===== src/rtl/tinsel_accel_flit_arbiter_if.sv =====
`default_nettype none
// +----------------------------------------------------------------------------+
// | tinsel_accel_flit_arbiter_if : requester/output bundle of the flit arbiter  |
// | Rev 1.0 ; msg_count exists only when TINSEL_ACCEL_ARB_STATS_EN is defined   |
// +----------------------------------------------------------------------------+
interface tinsel_accel_flit_arbiter_if #(
  parameter int NUM_REQ = 4,
  parameter int FLIT_W  = 64,
  parameter int LOG_REQ = $clog2(NUM_REQ)
);
  logic [NUM_REQ*FLIT_W-1:0] in_data;
  logic [NUM_REQ-1:0]        in_valid;
  logic [NUM_REQ-1:0]        in_ready;
  logic [FLIT_W-1:0]         out_data;
  logic                      out_valid;
  logic                      out_ready;
  logic                      locked;
  logic [LOG_REQ-1:0]        lock_owner;
`ifdef TINSEL_ACCEL_ARB_STATS_EN
  logic [NUM_REQ*16-1:0]     msg_count;

  modport master (
    output in_data, in_valid, out_ready,
    input  in_ready, out_data, out_valid, locked, lock_owner, msg_count
  );
  modport slave (
    input  in_data, in_valid, out_ready,
    output in_ready, out_data, out_valid, locked, lock_owner, msg_count
  );
`else
  modport master (
    output in_data, in_valid, out_ready,
    input  in_ready, out_data, out_valid, locked, lock_owner
  );
  modport slave (
    input  in_data, in_valid, out_ready,
    output in_ready, out_data, out_valid, locked, lock_owner
  );
`endif
endinterface
`default_nettype wire


===== src/rtl/tinsel_accel_flit_arbiter.sv =====
`default_nettype none
// +----------------------------------------------------------------------------+
// | tinsel_accel_flit_arbiter : message-granular round-robin flit arbiter       |
// | Rev 1.0 ; TINSEL_ACCEL_ARB_STATS_EN adds per-requester message counters     |
// +----------------------------------------------------------------------------+
module tinsel_accel_flit_arbiter #(
  parameter int NUM_REQ = 4,
  parameter int FLIT_W  = 64,
  parameter int LOG_REQ = $clog2(NUM_REQ)
) (
  input wire                         clk,
  input wire                         rst_n,
  tinsel_accel_flit_arbiter_if.slave bus
);

  typedef enum logic [0:0] {
    IDLE   = 1'b0,
    LOCKED = 1'b1
  } state_e;

  state_e             state_q, state_d;
  logic [LOG_REQ-1:0] rr_q, rr_d;
  logic [LOG_REQ-1:0] owner_q, owner_d;
  logic               out_valid_q, out_valid_d;
  logic [FLIT_W-1:0]  out_data_q, out_data_d;

  logic [LOG_REQ-1:0] w_grant;
  logic               w_any_valid;
  logic [LOG_REQ-1:0] w_sel;
  logic               w_sel_en;
  logic               w_can_accept;
  logic [NUM_REQ-1:0] w_in_ready;
  logic               w_accept;
  logic [FLIT_W-1:0]  w_flit;

  function automatic logic [LOG_REQ-1:0] wrap_add(input logic [LOG_REQ-1:0] base,
                                                  input int off);
    int s;
    s = int'(base) + off;
    if (s >= NUM_REQ) s = s - NUM_REQ;
    return LOG_REQ'(s);
  endfunction

  // Walk downward so the lowest offset from rr that is valid wins.
  always_comb begin
    w_grant     = rr_q;
    w_any_valid = 1'b0;
    for (int k = NUM_REQ - 1; k >= 0; k--) begin
      if (bus.in_valid[wrap_add(rr_q, k)]) begin
        w_grant     = wrap_add(rr_q, k);
        w_any_valid = 1'b1;
      end
    end
  end

  always_comb begin
    w_can_accept = !out_valid_q || bus.out_ready;
    w_sel        = (state_q == LOCKED) ? owner_q : w_grant;
    // The owner keeps the port while locked even when it has nothing to send.
    w_sel_en     = (state_q == LOCKED) ? 1'b1 : w_any_valid;

    w_in_ready = '0;
    w_flit     = '0;
    for (int i = 0; i < NUM_REQ; i++) begin
      w_in_ready[i] = rst_n && w_can_accept && w_sel_en && (w_sel == LOG_REQ'(i));
      if (w_sel == LOG_REQ'(i)) w_flit = bus.in_data[i*FLIT_W +: FLIT_W];
    end
    w_accept = |(bus.in_valid & w_in_ready);

    state_d     = state_q;
    rr_d        = rr_q;
    owner_d     = owner_q;
    out_valid_d = out_valid_q;
    out_data_d  = out_data_q;
    if (w_accept) begin
      out_valid_d = 1'b1;
      out_data_d  = w_flit;
      owner_d     = w_sel;
      rr_d        = wrap_add(w_sel, 1);
      state_d     = w_flit[1] ? LOCKED : IDLE;
    end else if (bus.out_ready) begin
      out_valid_d = 1'b0;
    end
  end

  always_ff @(negedge clk) begin
    if (!rst_n) begin
      state_q     <= IDLE;
      rr_q        <= '0;
      owner_q     <= '0;
      out_valid_q <= 1'b0;
      out_data_q  <= '0;
    end else begin
      state_q     <= state_d;
      rr_q        <= rr_d;
      owner_q     <= owner_d;
      out_valid_q <= out_valid_d;
      out_data_q  <= out_data_d;
    end
  end

  assign bus.in_ready   = w_in_ready;
  assign bus.out_data   = out_data_q;
  assign bus.out_valid  = out_valid_q;
  assign bus.locked     = (state_q == LOCKED);
  assign bus.lock_owner = owner_q;

`ifdef TINSEL_ACCEL_ARB_STATS_EN
  generate
    for (genvar gi = 0; gi < NUM_REQ; gi++) begin : g_stats
      logic [15:0] cnt_q;
      always_ff @(negedge clk) begin
        if (!rst_n) begin
          cnt_q <= '0;
        end else if (w_accept && !w_flit[1] && (w_sel == LOG_REQ'(gi)) &&
                     (cnt_q != 16'hFFFF)) begin
          cnt_q <= cnt_q + 16'd1;
        end
      end
      assign bus.msg_count[gi*16 +: 16] = cnt_q;
    end
  endgenerate
`endif

endmodule
`default_nettype wire


===== src/flat_wrapper.sv =====
// flat-port wrapper written by rule: the top's interface ports become plain ports
module tinsel_accel_flit_arbiter_flat 
#(
  parameter int NUM_REQ = 4,
  parameter int FLIT_W  = 64,
  parameter int LOG_REQ = $clog2(NUM_REQ)
)
  (clk, rst_n, bus_in_data, bus_in_valid, bus_out_ready, bus_in_ready, bus_out_data, bus_out_valid, bus_locked, bus_lock_owner);
  tinsel_accel_flit_arbiter_if #(.NUM_REQ(NUM_REQ), .FLIT_W(FLIT_W), .LOG_REQ(LOG_REQ)) bus_i ();
  input wire clk;
  input wire rst_n;
  input wire logic [$bits(bus_i.in_data)-1:0] bus_in_data;
  input wire logic [$bits(bus_i.in_valid)-1:0] bus_in_valid;
  input wire logic [$bits(bus_i.out_ready)-1:0] bus_out_ready;
  output wire logic [$bits(bus_i.in_ready)-1:0] bus_in_ready;
  output wire logic [$bits(bus_i.out_data)-1:0] bus_out_data;
  output wire logic [$bits(bus_i.out_valid)-1:0] bus_out_valid;
  output wire logic [$bits(bus_i.locked)-1:0] bus_locked;
  output wire logic [$bits(bus_i.lock_owner)-1:0] bus_lock_owner;
  assign bus_i.in_data = bus_in_data;
  assign bus_i.in_valid = bus_in_valid;
  assign bus_i.out_ready = bus_out_ready;
  assign bus_in_ready = bus_i.in_ready;
  assign bus_out_data = bus_i.out_data;
  assign bus_out_valid = bus_i.out_valid;
  assign bus_locked = bus_i.locked;
  assign bus_lock_owner = bus_i.lock_owner;
  tinsel_accel_flit_arbiter #(.NUM_REQ(NUM_REQ), .FLIT_W(FLIT_W), .LOG_REQ(LOG_REQ)) u_core (.clk(clk), .rst_n(rst_n), .bus(bus_i));
endmodule

===== config.mk =====
export PLATFORM = sky130hd
export DESIGN_NAME = tinsel_accel_flit_arbiter_flat
export DESIGN_NICKNAME = d
export VERILOG_FILES = /design/src/rtl/tinsel_accel_flit_arbiter_if.sv /design/src/rtl/tinsel_accel_flit_arbiter.sv /design/src/flat_wrapper.sv
export SDC_FILE = /design/constraint.sdc
export NUM_CORES = 1
export LEC_CHECK = 0
export ABC_AREA = 1
export CAP_MARGIN = 20
export CELL_PAD_IN_SITES_DETAIL_PLACEMENT = 0
export CELL_PAD_IN_SITES_GLOBAL_PLACEMENT = 1
export CORE_MARGIN = 10
export CORE_UTILIZATION = 25
export CTS_BUF_LIST = sky130_fd_sc_hd__clkbuf_2 sky130_fd_sc_hd__clkbuf_4 sky130_fd_sc_hd__clkbuf_8
export DETAILED_ROUTE_END_ITERATION = 12
export PLACE_DENSITY = 0.95
export SLEW_MARGIN = 20
export SYNTH_ARGS = -nofsm -noshare
export SYNTH_HDL_FRONTEND = slang
export SYNTH_SLANG_ARGS = --single-unit

===== constraint.sdc =====
create_clock -name clk -period 4.8 [get_ports clk]
set_clock_uncertainty 0.2 [all_clocks]
set_input_delay 0.96 -clock clk [delete_from_list [all_inputs] [get_ports clk]]
set_output_delay 0.96 -clock clk [all_outputs]
set_load 0.01 [all_outputs]

==> results.json <==
{
  "maxCapViolCount": 0,
  "crit_path_max_fanout": 7,
  "grt_pass1_wl_mm": 41.8,
  "synth-adder-area-share_pct": 0.776,
  "worstPathRequired_ns": 3.64,
  "antenna_found_initial": 0,
  "path_buf_inv": 7,
  "syn-cell-area_mm2": 0.00484,
  "use_met3_pct": 6.12,
  "core_area_mm2": 0.0189,
  "numCtsBuffers": 9,
  "setup_viol": 73,
  "syn-num-nets": 1081,
  "ioPinCount": 335,
  "die_w_um": 159,
  "ys_seq_area_share_pct": 28.5,
  "grt_usage_pct": 20.6,
  "grt_max_degree": 56,
  "slew-limit-headroom_pct": 75.6,
  "wl_per_cell_um": 18.1,
  "r2r_slack_ns": 1.73,
  "drv_slew": 0,
  "finalHoldViolations": 0,
  "final.fill_count": 1798,
  "synth_compound_area_share_pct": 24.1,
  "cts_sinks": 69,
  "hold_path_startpoint": "u_core.bus.out_data[25]",
  "synth-seq-cells": 69,
  "drive_gt1_share_pct": 22.9,
  "drc": 0,
  "muxShareOfSynthArea_pct": 0,
  "grt_pass1_vias": 7514,
  "yosysWarnings": 0,
  "path_common_cell": "buf_6",
  "crit_slowest_cell": "dfxtp_4",
  "synth_top_family_by_area": "simple AND/OR/NAND/NOR gates",
  "ant_nets": 0,
  "syn_area_per_cell_um2": 5.94,
  "synthCells": 815,
  "crit_family": "buffers and inverters",
  "dieArea_mm2": 0.0253,
  "drt-vias-per-instance": 4.74,
  "drtIter0Drc": 327,
  "hold_class": "reg -> reg",
  "clock_latency_ns": 0.42,
  "use_met1_pct": 23.6,
  "cts_buffer_depth": 2,
  "final_nets": 1554,
  "grt-busiest-layer": "met2",
  "crit_chain": "buf_8 > nand2_4 > nand2_4 > buf_6 > a21oi_4 > nand2_2 > a21oi_4 > buf_6 > buf_12 > ha_4 > inv_2 > buf_6 > nor2_1 > buf_2",
  "critPathLaunch": "u_core.rr_q[0]",
  "r2r_cells": 23,
  "grt_overflow": 0,
  "multiInputGateArea_mm2": 0.00371,
  "seq_area_mm2": 0.00139,
  "path_clk_slew_ns": 0.03,
  "dp_hpwl_mm": 19.3,
  "gp_congestion": 0.912,
  "hold_depth": 2,
  "drt-total-wl_mm": 28.1,
  "hold-path-endpoint": "u_core.bus.out_data[25]",
  "fin_ws_ns": -1.02,
  "end_kind": "output pin",
  "crit_path_max_incr_delay_ns": 0.35,
  "fin_area_mm2": 0.0109,
  "startpoint_type": "flop",
  "final_common_cell": "clkdlybuf4s50_1",
  "via_count": 7362,
  "met2_usage_pct": 36.3,
  "outcome": "finished, violations left",
  "rsz0062_at_grt": "true",
  "rows": 50,
  "yosys.area_share.simple_pct": 38.4,
  "crit_type": "reg -> out",
  "cts_tree": "yes",
  "max_slew.worst_pin.slew_ns": 0.366,
  "place.port_buffers": 334,
  "violations": "setup timing",
  "synth_cell_type_count": 22,
  "syn2layout_area_growth_pct": 126,
  "worstPathArrival_ns": 4.66,
  "synth-xor-area-share_pct": 0,
  "htreeDepth": 3,
  "die_h_um": 159,
  "start_util_pct": 25.6,
  "dr.pass1.iters": 5,
  "root_buffer": "clkbuf_8",
  "dpl_cell_area_mm2": 0.00897,
  "r2r_start": "u_core.rr_q[1]",
  "layout_common_cells": "258 x clkdlybuf4s50_1, 239 x nand2_1, 80 x nand3_1",
  "rr_endpoint": "u_core.bus.out_data[8]"
}
## per-layer routing
layer	wire, µm	share of wire (%)
met1	11200	40
met2	14800	53
met3	1730	6.2
met4	372	1.3
met5	0	0
## repair_timing
| action | CTS | global route |
|---|---|---|
| hold buffers | 0 | 0 |
| cloned | 16 | 0 |
| setup endpoints to repair | 141 | 73 |
| setup buffers | 44 | 10 |
| hold endpoints to repair | 0 | 0 |
| pin swaps | 50 | 55 |
| resized for setup | 290 | 72 |
## Yosys cell counts
cell | number | area [µm²]
inv_1 | 17 | 63.8
buf_2 | 8 | 40.0
nand4_1 | 2 | 12.5
clkbuf_1 | 51 | 191
a21oi_1 | 67 | 335
nand2_2 | 3 | 18.8
inv_2 | 2 | 7.51
a21oi_4 | 1 | 16.3
dfxtp_1 | 69 | 1380
o21ai_0 | 67 | 335
nand2_1 | 269 | 1010
nand3_2 | 1 | 10.0
a22oi_1 | 64 | 480
buf_4 | 11 | 82.6
ha_1 | 3 | 37.5
nand3_1 | 92 | 460
buf_1 | 1 | 3.75
nor2_4 | 1 | 11.3
nand4_4 | 1 | 21.3
nor2_1 | 83 | 312
clkinv_1 | 1 | 3.75
nor3_1 | 1 | 5.00
## worst register-to-register path, stage by stage (launching register included)
cell and delay, ns:
dfxtp_2 0.36, buf_4 0.17, nand2_2 0.09, nand2_4 0.09, nand2_4 0.08, nand3_4 0.09
nand4_1 0.12, nand3_2 0.10, nand2_4 0.08, inv_4 0.07, ha_4 0.13, inv_4 0.03
buf_4 0.12, buf_6 0.11, nor2_4 0.16, buf_12 0.17, buf_12 0.11, buf_16 0.11
a22oi_1 0.07, o21ai_1 0.13, nand2_1 0.07, nand2_1 0.09, nand2_1 0.07, a21oi_1 0.14
## worst max-delay path by stage
| stage | end | slack, ns | depth (start not counted) |
|---|---|---|---|
| final | bus_in_ready[2] | -1.02 | 14 |
| after floorplan | u_core.rr_q[1] | -0.80 | 20 |
| after CTS | bus_in_ready[2] | -0.97 | 15 |
| after detailed placement | u_core.bus.out_data[59] | -1.59 | 21 |
| after global routing | bus_in_ready[2] | -1.17 | 16 |
| after global placement | u_core.bus.out_data[59] | -1.53 | 21 |
## final cells by class
cell class,instances,share of cell area (%)
Multi-Input combinational cell,655,33.9
Tap cell,260,2.97
Clock buffer,9,1.13
Inverter,19,0.880
Antenna cell,1,0.0229
Sequential cell,69,12.7
Clock inverter,76,3.23
Timing Repair Buffer,465,45.2
## logic make-up after synthesis
group / count (synthesis)
fa+ha+maj: 3
simple gates: 453
compound gates: 199
buf+inv: 91
flops: 69
## sequential cells by signal, indices dropped and copies added, names as in the netlist
name / count
u_core.bus.out_valid: 1
u_core.bus.out_data: 64
u_core.rr_q: 2
u_core.bus.lock_owner: 2
## through the flow
| step | worst slack [ns] | cells | util (%) | TNS [ns] | hold slack (ns) |
|---|---|---|---|---|---|
| 2_1_floorplan | -0.801 | 815 | - | -56.07 | 0.308 |
| 3_3_place_gp | -1.53 | 1405 | 47.5 | -106.27 | 0.262 |
| 3_5_place_dp | -1.59 | 1405 | 47.5 | -108.73 | 0.271 |
| 4_1_cts | -0.970 | 1547 | 56.4 | -45.33 | 0.273 |
| 5_1_grt | -1.17 | 1553 | 57.9 | -64.60 | 0.294 |
| 6_report | -1.02 | 1554 | 58.0 | -53.45 | 0.268 |
Power is not shown: default switching activity piles up to over one toggle a cycle in this logic, so the estimate is an artifact.
